<file path="config.mk">
export PLATFORM = sky130hd
export DESIGN_NAME = stat_nclus_hist_flat
export DESIGN_NICKNAME = d
export VERILOG_FILES = /design/src/rtl/stat_nclus_pkg.sv /design/src/rtl/stat_nclus_hist_if.sv /design/src/rtl/stat_bin_counter.sv /design/src/rtl/stat_nclus_hist.sv /design/src/flat_wrapper.sv
export SDC_FILE = /design/constraint.sdc
export NUM_CORES = 1
export LEC_CHECK = 0
export CAP_MARGIN = 20
export CELL_PAD_IN_SITES_DETAIL_PLACEMENT = 0
export CELL_PAD_IN_SITES_GLOBAL_PLACEMENT = 2
export CORE_UTILIZATION = 32
export CTS_CLUSTER_DIAMETER = 100
export DETAILED_ROUTE_END_ITERATION = 6
export PLACE_DENSITY = 0.73
export SYNTH_ARGS = -nofsm -noshare
export SYNTH_HDL_FRONTEND = slang
export SYNTH_SLANG_ARGS = --single-unit
</file>
<file path="constraint.sdc">
create_clock -name clk -period 1.9 [get_ports clk]
set_clock_uncertainty 0.2 [all_clocks]
set_input_delay 0.285 -clock clk [delete_from_list [all_inputs] [get_ports clk]]
set_output_delay 0.285 -clock clk [all_outputs]
set_load 0.03 [all_outputs]
</file>
<file path="src/rtl/stat_nclus_pkg.sv">
// Shared constants and bin-select helper for the nclus multiplicity histogram.
package stat_nclus_pkg;

    localparam int unsigned NBINS_DEF   = 10;
    localparam int unsigned CNT_W_DEF   = 16;
    localparam int unsigned NCLUS_W_DEF = 4;
    localparam int unsigned INT_W_DEF   = 8;
    localparam int unsigned OVF_BIN_DEF = NBINS_DEF - 1;

    // Direct bins below the overflow index; everything else lands in the overflow bin.
    function automatic int unsigned bin_sel(input int unsigned nclus,
                                            input int unsigned ovf_bin = OVF_BIN_DEF);
        return (nclus < ovf_bin) ? nclus : ovf_bin;
    endfunction

endpackage

</file>
<file path="src/rtl/stat_nclus_hist_if.sv">
// Trigger-input and snapshot-readout signals of stat_nclus_hist.
interface stat_nclus_hist_if #(
    parameter int unsigned CNT_W   = 16,
    parameter int unsigned NCLUS_W = 4,
    parameter int unsigned INT_W   = 8,
    parameter int unsigned AW      = 4
);
    logic               in_live;
    logic [INT_W-1:0]   in_int_scaled;
    logic [NCLUS_W-1:0] in_nclus;
    logic               lv1b_req;
    logic               rd_en;
    logic [AW-1:0]      rd_addr;
    logic [CNT_W-1:0]   rd_data;
    logic               rd_valid;

    modport master (
        output in_live, in_int_scaled, in_nclus, lv1b_req, rd_en, rd_addr,
        input  rd_data, rd_valid
    );

    modport slave (
        input  in_live, in_int_scaled, in_nclus, lv1b_req, rd_en, rd_addr,
        output rd_data, rd_valid
    );
endinterface

</file>
<file path="src/rtl/stat_bin_counter.sv">
// Single histogram bin: clear-then-increment counter exposing its next-state value.
// STAT_NCLUS_SATURATE_EN: saturate at all-ones and add a sticky ovf flag.
module stat_bin_counter #(
    parameter int unsigned CNT_W = 16
) (
    input  logic             clk,
    input  logic             rst_n,
    input  logic             clr,
    input  logic             inc,
    output logic [CNT_W-1:0] cnt,
    output logic [CNT_W-1:0] nxt
`ifdef STAT_NCLUS_SATURATE_EN
    ,
    output logic             ovf
`endif
);

    localparam logic [CNT_W-1:0] CNT_MAX = '1;

    logic [CNT_W-1:0] cnt_q, cnt_d;

    // A clear and an accept in the same cycle leave the bin at 1.
    always_comb begin
        cnt_d = cnt_q;
        if (clr) begin
            cnt_d = inc ? CNT_W'(1) : '0;
        end else if (inc) begin
`ifdef STAT_NCLUS_SATURATE_EN
            if (cnt_q != CNT_MAX) cnt_d = cnt_q + CNT_W'(1);
`else
            cnt_d = cnt_q + CNT_W'(1);
`endif
        end
    end

    always_ff @(posedge clk or negedge rst_n) begin
        if (!rst_n) cnt_q <= '0;
        else        cnt_q <= cnt_d;
    end

    assign cnt = cnt_q;
    assign nxt = cnt_d;

`ifdef STAT_NCLUS_SATURATE_EN
    logic ovf_q, ovf_d;

    always_comb begin
        ovf_d = ovf_q;
        if (clr)                            ovf_d = 1'b0;
        else if (inc && (cnt_q == CNT_MAX)) ovf_d = 1'b1;
    end

    always_ff @(posedge clk or negedge rst_n) begin
        if (!rst_n) ovf_q <= 1'b0;
        else        ovf_q <= ovf_d;
    end

    assign ovf = ovf_q;
`else
    localparam logic UNUSED_MAX = &CNT_MAX;
`endif

endmodule

</file>
<file path="src/rtl/stat_nclus_hist.sv">
// Cluster-multiplicity histogram with per-spill snapshot bank and register readout.
// STAT_NCLUS_SATURATE_EN: saturating counters plus sticky ovf_flags output.
module stat_nclus_hist
    import stat_nclus_pkg::*;
#(
    parameter int unsigned NBINS   = NBINS_DEF,
    parameter int unsigned CNT_W   = CNT_W_DEF,
    parameter int unsigned NCLUS_W = NCLUS_W_DEF,
    parameter int unsigned INT_W   = INT_W_DEF
) (
    input  logic                      clk,
    input  logic                      rst_n,
    stat_nclus_hist_if.slave          bus,
`ifdef STAT_NCLUS_SATURATE_EN
    output logic [NBINS-1:0]          ovf_flags,
`endif
    output logic                      snap_valid,
    output logic [CNT_W+$clog2(NBINS)-1:0] total_cnt,
    output logic [NBINS*CNT_W-1:0]    live_bus
);

    localparam int unsigned AW      = $clog2(NBINS);
    localparam int unsigned TOT_W   = CNT_W + AW;
    localparam int unsigned OVF_BIN = NBINS - 1;
    localparam logic [AW:0] NBINS_A = (AW+1)'(NBINS);

    logic             pre_live_q;
    logic             spill_start_c, spill_end_c, acc_c;
    logic [AW-1:0]    sel_c;
    logic [CNT_W-1:0] cnt [NBINS];
    logic [CNT_W-1:0] nxt [NBINS];
    logic [CNT_W-1:0] snap_q [NBINS];
    logic [CNT_W-1:0] snap_d [NBINS];
    logic             snap_valid_q, snap_valid_d;
    logic [TOT_W-1:0] tot_q, tot_d;
    logic [CNT_W-1:0] rd_data_q, rd_data_d;
    logic             rd_valid_q, rd_valid_d;

    assign spill_start_c = bus.in_live & ~pre_live_q;
    assign spill_end_c   = ~bus.in_live & pre_live_q;
    assign acc_c         = bus.lv1b_req & (bus.in_int_scaled != '0);
    assign sel_c         = AW'(bin_sel(32'(bus.in_nclus), OVF_BIN));

    for (genvar g = 0; g < NBINS; g++) begin : g_bin
        stat_bin_counter #(.CNT_W(CNT_W)) u_cnt (
            .clk   (clk),
            .rst_n (rst_n),
            .clr   (spill_start_c),
            .inc   (acc_c && (sel_c == AW'(g))),
            .cnt   (cnt[g]),
            .nxt   (nxt[g])
`ifdef STAT_NCLUS_SATURATE_EN
            ,
            .ovf   (ovf_flags[g])
`endif
        );
        assign live_bus[g*CNT_W +: CNT_W] = cnt[g];
    end

    // Total counter mirrors the bin clear/increment rules at the wider width.
    always_comb begin
        tot_d = tot_q;
        if (spill_start_c) begin
            tot_d = acc_c ? TOT_W'(1) : '0;
        end else if (acc_c) begin
`ifdef STAT_NCLUS_SATURATE_EN
            if (tot_q != '1) tot_d = tot_q + TOT_W'(1);
`else
            tot_d = tot_q + TOT_W'(1);
`endif
        end
    end

    // Snapshot captures next-state bins so a spill-end accept is included.
    always_comb begin
        snap_d       = snap_q;
        snap_valid_d = snap_valid_q | spill_end_c;
        if (spill_end_c) snap_d = nxt;
    end

    // Reads see the bank as it stood before this edge's load.
    always_comb begin
        rd_data_d  = rd_data_q;
        rd_valid_d = bus.rd_en;
        if (bus.rd_en) begin
            rd_data_d = ({1'b0, bus.rd_addr} < NBINS_A) ? snap_q[bus.rd_addr] : '0;
        end
    end

    always_ff @(posedge clk or negedge rst_n) begin
        if (!rst_n) begin
            pre_live_q   <= 1'b0;
            snap_q       <= '{default: '0};
            snap_valid_q <= 1'b0;
            tot_q        <= '0;
            rd_data_q    <= '0;
            rd_valid_q   <= 1'b0;
        end else begin
            pre_live_q   <= bus.in_live;
            snap_q       <= snap_d;
            snap_valid_q <= snap_valid_d;
            tot_q        <= tot_d;
            rd_data_q    <= rd_data_d;
            rd_valid_q   <= rd_valid_d;
        end
    end

    assign snap_valid   = snap_valid_q;
    assign total_cnt    = tot_q;
    assign bus.rd_data  = rd_data_q;
    assign bus.rd_valid = rd_valid_q;

endmodule

</file>
<file path="src/flat_wrapper.sv">
// flat-port wrapper written by rule: the top's interface ports become plain ports
module stat_nclus_hist_flat import stat_nclus_pkg::*;
#(
    parameter int unsigned NBINS   = NBINS_DEF,
    parameter int unsigned CNT_W   = CNT_W_DEF,
    parameter int unsigned NCLUS_W = NCLUS_W_DEF,
    parameter int unsigned INT_W   = INT_W_DEF
)
  (clk, rst_n, snap_valid, total_cnt, live_bus, bus_in_live, bus_in_int_scaled, bus_in_nclus, bus_lv1b_req, bus_rd_en, bus_rd_addr, bus_rd_data, bus_rd_valid);
  stat_nclus_hist_if #(.CNT_W(CNT_W), .NCLUS_W(NCLUS_W), .INT_W(INT_W), .AW(4)) bus_i ();
  input  logic clk;
  input  logic rst_n;
  output logic snap_valid;
  output logic [CNT_W+$clog2(NBINS)-1:0] total_cnt;
  output logic [NBINS*CNT_W-1:0] live_bus;
  input wire logic [$bits(bus_i.in_live)-1:0] bus_in_live;
  input wire logic [$bits(bus_i.in_int_scaled)-1:0] bus_in_int_scaled;
  input wire logic [$bits(bus_i.in_nclus)-1:0] bus_in_nclus;
  input wire logic [$bits(bus_i.lv1b_req)-1:0] bus_lv1b_req;
  input wire logic [$bits(bus_i.rd_en)-1:0] bus_rd_en;
  input wire logic [$bits(bus_i.rd_addr)-1:0] bus_rd_addr;
  output wire logic [$bits(bus_i.rd_data)-1:0] bus_rd_data;
  output wire logic [$bits(bus_i.rd_valid)-1:0] bus_rd_valid;
  assign bus_i.in_live = bus_in_live;
  assign bus_i.in_int_scaled = bus_in_int_scaled;
  assign bus_i.in_nclus = bus_in_nclus;
  assign bus_i.lv1b_req = bus_lv1b_req;
  assign bus_i.rd_en = bus_rd_en;
  assign bus_i.rd_addr = bus_rd_addr;
  assign bus_rd_data = bus_i.rd_data;
  assign bus_rd_valid = bus_i.rd_valid;
  stat_nclus_hist #(.NBINS(NBINS), .CNT_W(CNT_W), .NCLUS_W(NCLUS_W), .INT_W(INT_W)) u_core (.clk(clk), .rst_n(rst_n), .bus(bus_i), .snap_valid(snap_valid), .total_cnt(total_cnt), .live_bus(live_bus));
endmodule
</file>
==> run metrics, run 1 <==
outcome=finished with violations; failing checks=negative setup slack; wire per inst=21.4 um; ranking of synthesized cells by area=dfrtp_1 53%, xor2_1 4.9%, nand2_1 4.9%; Fmax=480 MHz; top cells by count, synth=359 x dfrtp_1, 218 x nand2_1, 192 x nor2_1; top cell type's share of synthesized area=0.535; worst path cell trace=or4b_4, a211oi_4, buf_6, buf_12, nand4_1, xor2_1, o21ai_1; top_reg_cell synth=dfrtp_1; via-per-instance ratio=5.03; layout cell share with drive strength beyond 1=0.368; synth warn=0; Hold Vio Cnt, Final=0; syn avg cell area=10.4 um^2; post-route antenna net violation count=0; hold endpoint=u_core.bus.rd_valid; VDD IR max=0.577 mV; r2r startpoint=u_core.g_bin[4].u_cnt.cnt[2]; HP Start=bus_rd_en; RSZ-0062 raised after global routing=yes; Max Root-Sink Buffers=3; Post-synth EDFFs=0; area leader, netlist=dfrtp_1; maxcap violations=0; # H-tree levels=2; post-route insts no fill=2814; GRT Resource Usage Total=0.225; Sequential Area=9030 um^2; leading cell type by number of instances after synthesis=dfrtp_1; CP endpoint kind=flip-flop; antenna violations before repair=0; crit-path max cell delay=0.50 ns; Setup violations, final=46; Largest delay share family, worst path=simple AND/OR/NAND/NOR gates; largest net degree at the start of global routing=42; CTS tree=done; Net Count, Synth=1640; fin crit period=2.08 ns; R2R depth=7; clk sinks=359; Cell Rows=83; root buf cell=clkbuf_16; DP Area=22300 um^2; final setup margin=-0.182 ns; Iteration-0 DRC Markers=820; Critical-path top delay cell=or4b_4; total CTS buffers=42; reg2reg setup slack=-0.18 ns; Hold Path Depth=1; multi-input logic area=8610 um^2; sequential area share after synthesis=0.535; Final Max Slew Viols=0; Mapped Area=16800 um^2; crit path kind=reg -> reg; WP depth=7; crit-path max FO=4; die span in x=231 um; fillers=4800; Worst setup SP type=flip-flop; Initial Util=0.326; CP Data Arrival Time=2.35 ns; Placed Instances=2693; Mapped Cells=1608; relative slew slack=0.675; clock-pin slew on the worst setup and hold paths=0.06 ns; reg2reg end=u_core.snap_q[85]; vias in the first global route=14400; IO Port Bufs=218; die area=53400 um^2; area delta synth->final=46.9%; # nets final=2133; Final period util=1.10; # DRC=0; via count=14200; Slew @ Worst Pin=0.487 ns; Boundary Pins=219; post-synth cell types=60; diodes inserted=0; DR pass1 iterations=5; Pwr Total=17500 uW; core area=51600 um^2; number of synthesized register bits=359; Clock Latency Late Sink=0.58 ns; Final Instance Area=24700 um^2; critical path required time=2.17 ns; final WL=60200 um; ys async rst share=1.00; Hold Crit Class=in -> reg; GRT Residual Overflow=0; first-pass GRT wire length=90400 um; Detailed Place HPWL=44400 um; CP bufs+invs=2; Lkg Pwr=0.0112 uW; Die Height=231 um; DP Worst Slack=-0.903 ns; PwrDens=710 nW/um^2; gp weighted congestion=0.847
-- state kept, by name (all words and copies together) (netlist names) --
| name | count |
|---|---|
| u_core.bus.rd_valid | 1 |
| u_core.g_bin.u_cnt.cnt | 160 |
| u_core.total_cnt | 20 |
| u_core.pre_live_q | 1 |
| u_core.snap_valid | 1 |
| u_core.snap_q | 160 |
| u_core.bus.rd_data | 16 |
-- worst register-to-register path, delay by kind of cell (launching register included) --
family	cells	cell delay, ns
simple gates	2	0.61
compound gates	2	0.33
buf+inv	2	0.28
flops	1	0.36
xor+xnor	1	0.19
-- logic make-up after synthesis --
group,share of synthesized area
buffers and inverters,0.0240
adders and majority gates,0.00819
and+or+nand+nor,0.194
xor gates and xnor gates,0.0907
muxes,0.0699
AOI/OAI and AO/OA,0.0788
DFF,0.535
-- worst max path at each step --
stage                                             from  slack, ns                 end
after floorplan           u_core.g_bin[0].u_cnt.cnt[0]      -0.23  u_core.snap_q[150]
after global placement            bus_in_int_scaled[0]      -0.90  u_core.snap_q[145]
after detailed placement               bus_in_nclus[0]      -0.90  u_core.snap_q[133]
after CTS                 u_core.g_bin[0].u_cnt.cnt[0]      -0.18  u_core.snap_q[150]
after global routing      u_core.g_bin[3].u_cnt.cnt[1]      -0.26  u_core.snap_q[102]
final                     u_core.g_bin[4].u_cnt.cnt[2]      -0.18   u_core.snap_q[85]
-- metrics by stage --
stage                     TNS (ns)   util  hold WS (ns)
final                        -4.07  0.478        0.0507
after global routing         -8.75  0.478        0.0473
after CTS                    -4.56  0.468        0.0232
after detailed placement   -241.99  0.431       -0.0139
after global placement     -241.52  0.431       -0.0143
after floorplan             -31.52      -        -0.211
-- where the power goes --
group / switching [uW] / leakage [uW] / internal, uW
Sequential: 96.0 / 0.00493 / 7750
Combinational: 960 / 0.00560 / 663
Clock: 3340 / 0.000664 / 4710
-- routing by layer --
| metal | GRT usage | vias up | routed length [um] |
|---|---|---|---|
| li1 | - | 6575 | - |
| met1 | 0.319 | 7113 | 27600 |
| met2 | 0.346 | 384 | 27500 |
| met3 | 0.0440 | 78 | 3330 |
| met4 | 0.0712 | 0 | 1850 |
| met5 | 0 | - | 0 |
-- cell type report --
class / count / area share
clock inverter: 16 / 0.00715
tap: 680 / 0.0345
multi-input combinational: 1152 / 0.349
timing repair buffer: 533 / 0.194
clock buffer: 61 / 0.0475
inverter: 13 / 0.00198
sequential: 359 / 0.366
-- cell usage in the layout (no fill, tap or decap), types with 32 or more instances in the layout --
cell type,Yosys,final
xnor2_1,80,64
nand3_1,66,53
nand2_1,218,210
clkdlybuf4s15_2,0,64
buf_4,0,243
buf_12,0,42
o21ai_1,15,109
o21ai_0,148,50
mux2i_1,42,41
nor2_1,192,184
xor2_1,94,65
clkbuf_16,0,43
mux4_2,32,32
nand4_1,54,54
dfrtp_1,359,324
buf_2,10,68
dfrtp_2,0,35
-- what timing repair did --
action | 4_1_cts | 5_1_grt
setup endpoints to repair | 486 | 244
resized for setup | 722 | 244
hold buffers | 3 | 0
hold endpoints to repair | 343 | 0
pin swaps | 54 | 78
gates cloned | 2 | 1
buffers inserted | 25 | 21
Power figures use the tool's default switching activity.
==> run 2, diff against run 1 <==
--- a/config.mk
+++ b/config.mk
@@ -8,10 +8,10 @@
 export CAP_MARGIN = 20
 export CELL_PAD_IN_SITES_DETAIL_PLACEMENT = 0
 export CELL_PAD_IN_SITES_GLOBAL_PLACEMENT = 2
-export CORE_UTILIZATION = 32
+export CORE_UTILIZATION = 36
 export CTS_CLUSTER_DIAMETER = 100
 export DETAILED_ROUTE_END_ITERATION = 6
-export PLACE_DENSITY = 0.73
+export PLACE_DENSITY = 0.78
 export SYNTH_ARGS = -nofsm -noshare
 export SYNTH_HDL_FRONTEND = slang
 export SYNTH_SLANG_ARGS = --single-unit
==> constraint.sdc (replaced) <==
create_clock -name clk -period 2.05 [get_ports clk]
set_clock_uncertainty 0.2 [all_clocks]
set_input_delay 0.3075 -clock clk [delete_from_list [all_inputs] [get_ports clk]]
set_output_delay 0.3075 -clock clk [all_outputs]
set_load 0.03 [all_outputs]
==> run 2 against run 1 <==
  * The run ends with negative hold slack, negative setup slack left
  * Maximum frequency is 1.4% lower
  * Critical path depth stayed put
  * Non-clock buffer count is 97 lower
  * Global-route usage is 1.6 points higher
  * Sequential share of layout area is 1.9 points higher
  * Register-to-register slack better by 0.12 ns
  * Wire length is 6.0% lower
  * Final cell count is 6.1% lower
  * Setup slack better by 0.12 ns
  * Cell area is 5.3% lower
  * Flip-flop and latch count stayed put
  * Largest power group unchanged
  * Highest routed layer is now met5
==> run metrics, run 2 (synthesized netlist as in run 1, its figures left out) <==
outcome=finished with violations; failing checks=negative hold slack, negative setup slack; Initial Util=0.368; Final period util=1.03; WP depth=7; largest net degree at the start of global routing=87; GRT Residual Overflow=0; maxcap violations=0; CP bufs+invs=1; gp weighted congestion=0.878; CTS tree=done; layout cell share with drive strength beyond 1=0.220; relative slew slack=0.676; clk sinks=359; root buf cell=clkbuf_16; R2R depth=7; setup tns final=-0.365 ns; vias in the first global route=13900; Hold Crit Class=in -> async; # H-tree levels=2; Fmax=474 MHz; Lkg Pwr=0.0111 uW; Worst setup SP type=flip-flop; Placed Instances=2542; total CTS buffers=44; Setup violations, final=10; post-route insts no fill=2641; Slew @ Worst Pin=0.486 ns; reg2reg setup slack=-0.06 ns; Die Height=218 um; CP endpoint kind=flip-flop; Worst Hold Margin=-0.00457 ns; Max Root-Sink Buffers=3; worst path cell trace=ha_4, or4bb_1, a211oi_2, buf_6, and4_4, xnor2_2, nor2_1; RSZ-0062 raised after global routing=yes; DP Worst Slack=-0.908 ns; crit path kind=reg -> reg; antenna violations before repair=2; die span in x=218 um; Critical-path top delay cell=or4bb_1; wire per inst=21.5 um; PwrDens=739 nW/um^2; core area=45700 um^2; via count=13700; Hold Vio Cnt, Final=2; post-route antenna net violation count=0; # nets final=2038; die area=47500 um^2; CP Data Arrival Time=2.36 ns; commonest non-fill, non-tap cell in the layout=dfrtp_1; GRT Resource Usage Total=0.241; Final Max Slew Viols=0; diodes inserted=0; final setup margin=-0.0614 ns; clock-pin slew on the worst setup and hold paths=0.06 ns; reg2reg end=u_core.g_bin[0].u_cnt.cnt[6]; first-pass GRT wire length=86000 um; r2r startpoint=u_core.g_bin[0].u_cnt.cnt[0]; DR pass1 iterations=5; fin crit period=2.11 ns; VDD IR max=0.383 mV; area delta synth->final=39.2%; Cell Rows=78; crit-path max FO=6; IO Port Bufs=218; Clock Latency Late Sink=0.57 ns; critical path required time=2.30 ns; Iteration-0 DRC Markers=940; final WL=56700 um; Boundary Pins=219; crit-path max cell delay=0.42 ns; Detailed Place HPWL=41600 um; commonest non-fill, non-tap cells in the layout=351 x dfrtp_1, 211 x nand2_1, 196 x dlygate4sd2_1, 188 x nor2_1, 175 x buf_4; Largest delay share family, worst path=simple AND/OR/NAND/NOR gates; # DRC=0; via-per-instance ratio=5.21
==> run 2: cell types whose count changed in the layout (fill, tap and decap cells not counted), moves of 56 or more <==
cell / change
o21ai_0: +60
o21ai_1: -56
buf_4: -68
buf_2: -67
clkdlybuf4s15_2: -63
dlygate4sd2_1: +175
==> run 2: cell type report <==
| type | instances | area (um^2) |
|---|---|---|
| multi-input cells | 1152 | 7990 |
| repair buffers | 436 | 3980 |
| well taps | 600 | 751 |
| clock inverters | 21 | 340 |
| inverters | 13 | 48.8 |
| clock buffers | 60 | 1280 |
| flip-flops and latches | 359 | 8990 |
| fillers | 4257 | 22300 |
==> run 2: stage by stage <==
| step | hold WS [ns] | power, uW | instance area [um^2] | utilization |
|---|---|---|---|---|
| 6_report | -0.00457 | 17300 | 23400 | 0.512 |
| 5_1_grt | 0.0176 | 17800 | 23400 | 0.512 |
| 4_1_cts | 0.0462 | 17400 | 23000 | 0.504 |
| 3_5_place_dp | -0.00454 | 8730 | 21400 | 0.468 |
| 3_3_place_gp | -0.00619 | 8720 | 21400 | 0.468 |
| 2_1_floorplan | -0.188 | 7960 | 16900 | - |
==> run 2: report_power, final <==
| group | internal (uW) | leakage, uW | switching, uW |
|---|---|---|---|
| combinational | 478 | 0.00530 | 813 |
| clock | 5510 | 0.000804 | 3190 |
| sequential | 7190 | 0.00498 | 107 |
==> run 2: worst max-delay path by stage <==
| stage | to | start | slack [ns] |
|---|---|---|---|
| final | u_core.g_bin[0].u_cnt.cnt[6] | u_core.g_bin[0].u_cnt.cnt[0] | -0.06 |
| after global routing | u_core.snap_q[102] | u_core.g_bin[3].u_cnt.cnt[2] | -0.16 |
| after CTS | u_core.snap_q[150] | u_core.g_bin[0].u_cnt.cnt[1] | -0.09 |
| after detailed placement | u_core.snap_q[143] | bus_in_nclus[1] | -0.91 |
| after global placement | u_core.snap_q[143] | bus_in_nclus[3] | -0.94 |
| after floorplan | u_core.snap_q[13] | bus_in_int_scaled[2] | -0.1 |
==> run 2: worst reg2reg max path, cell delays in order, from the launching register on <==
cell and delay (ns):
dfrtp_2 0.39, ha_4 0.17, or4bb_1 0.42, a211oi_2 0.22, buf_6 0.18, and4_4 0.23
xnor2_2 0.12, nor2_1 0.07
==> run 2: timing repair <==
action | in CTS | in global routing
hold buffers | 2 | 0
buffers inserted | 8 | 8
cloned | 2 | 0
setup endpoints to repair | 386 | 100
pin swaps | 25 | 44
endpoints found under the hold margin | 359 | 0
resized for setup | 259 | 101
==> run 2: metal layers <==
| layer | vias up | part of all wire | track usage |
|---|---|---|---|
| li1 | 6383 | - | - |
| met1 | 6913 | 0.46 | 0.344 |
| met2 | 364 | 0.45 | 0.368 |
| met3 | 85 | 0.053 | 0.0386 |
| met4 | 2 | 0.034 | 0.0930 |
| met5 | - | 0.00023 | 0 |
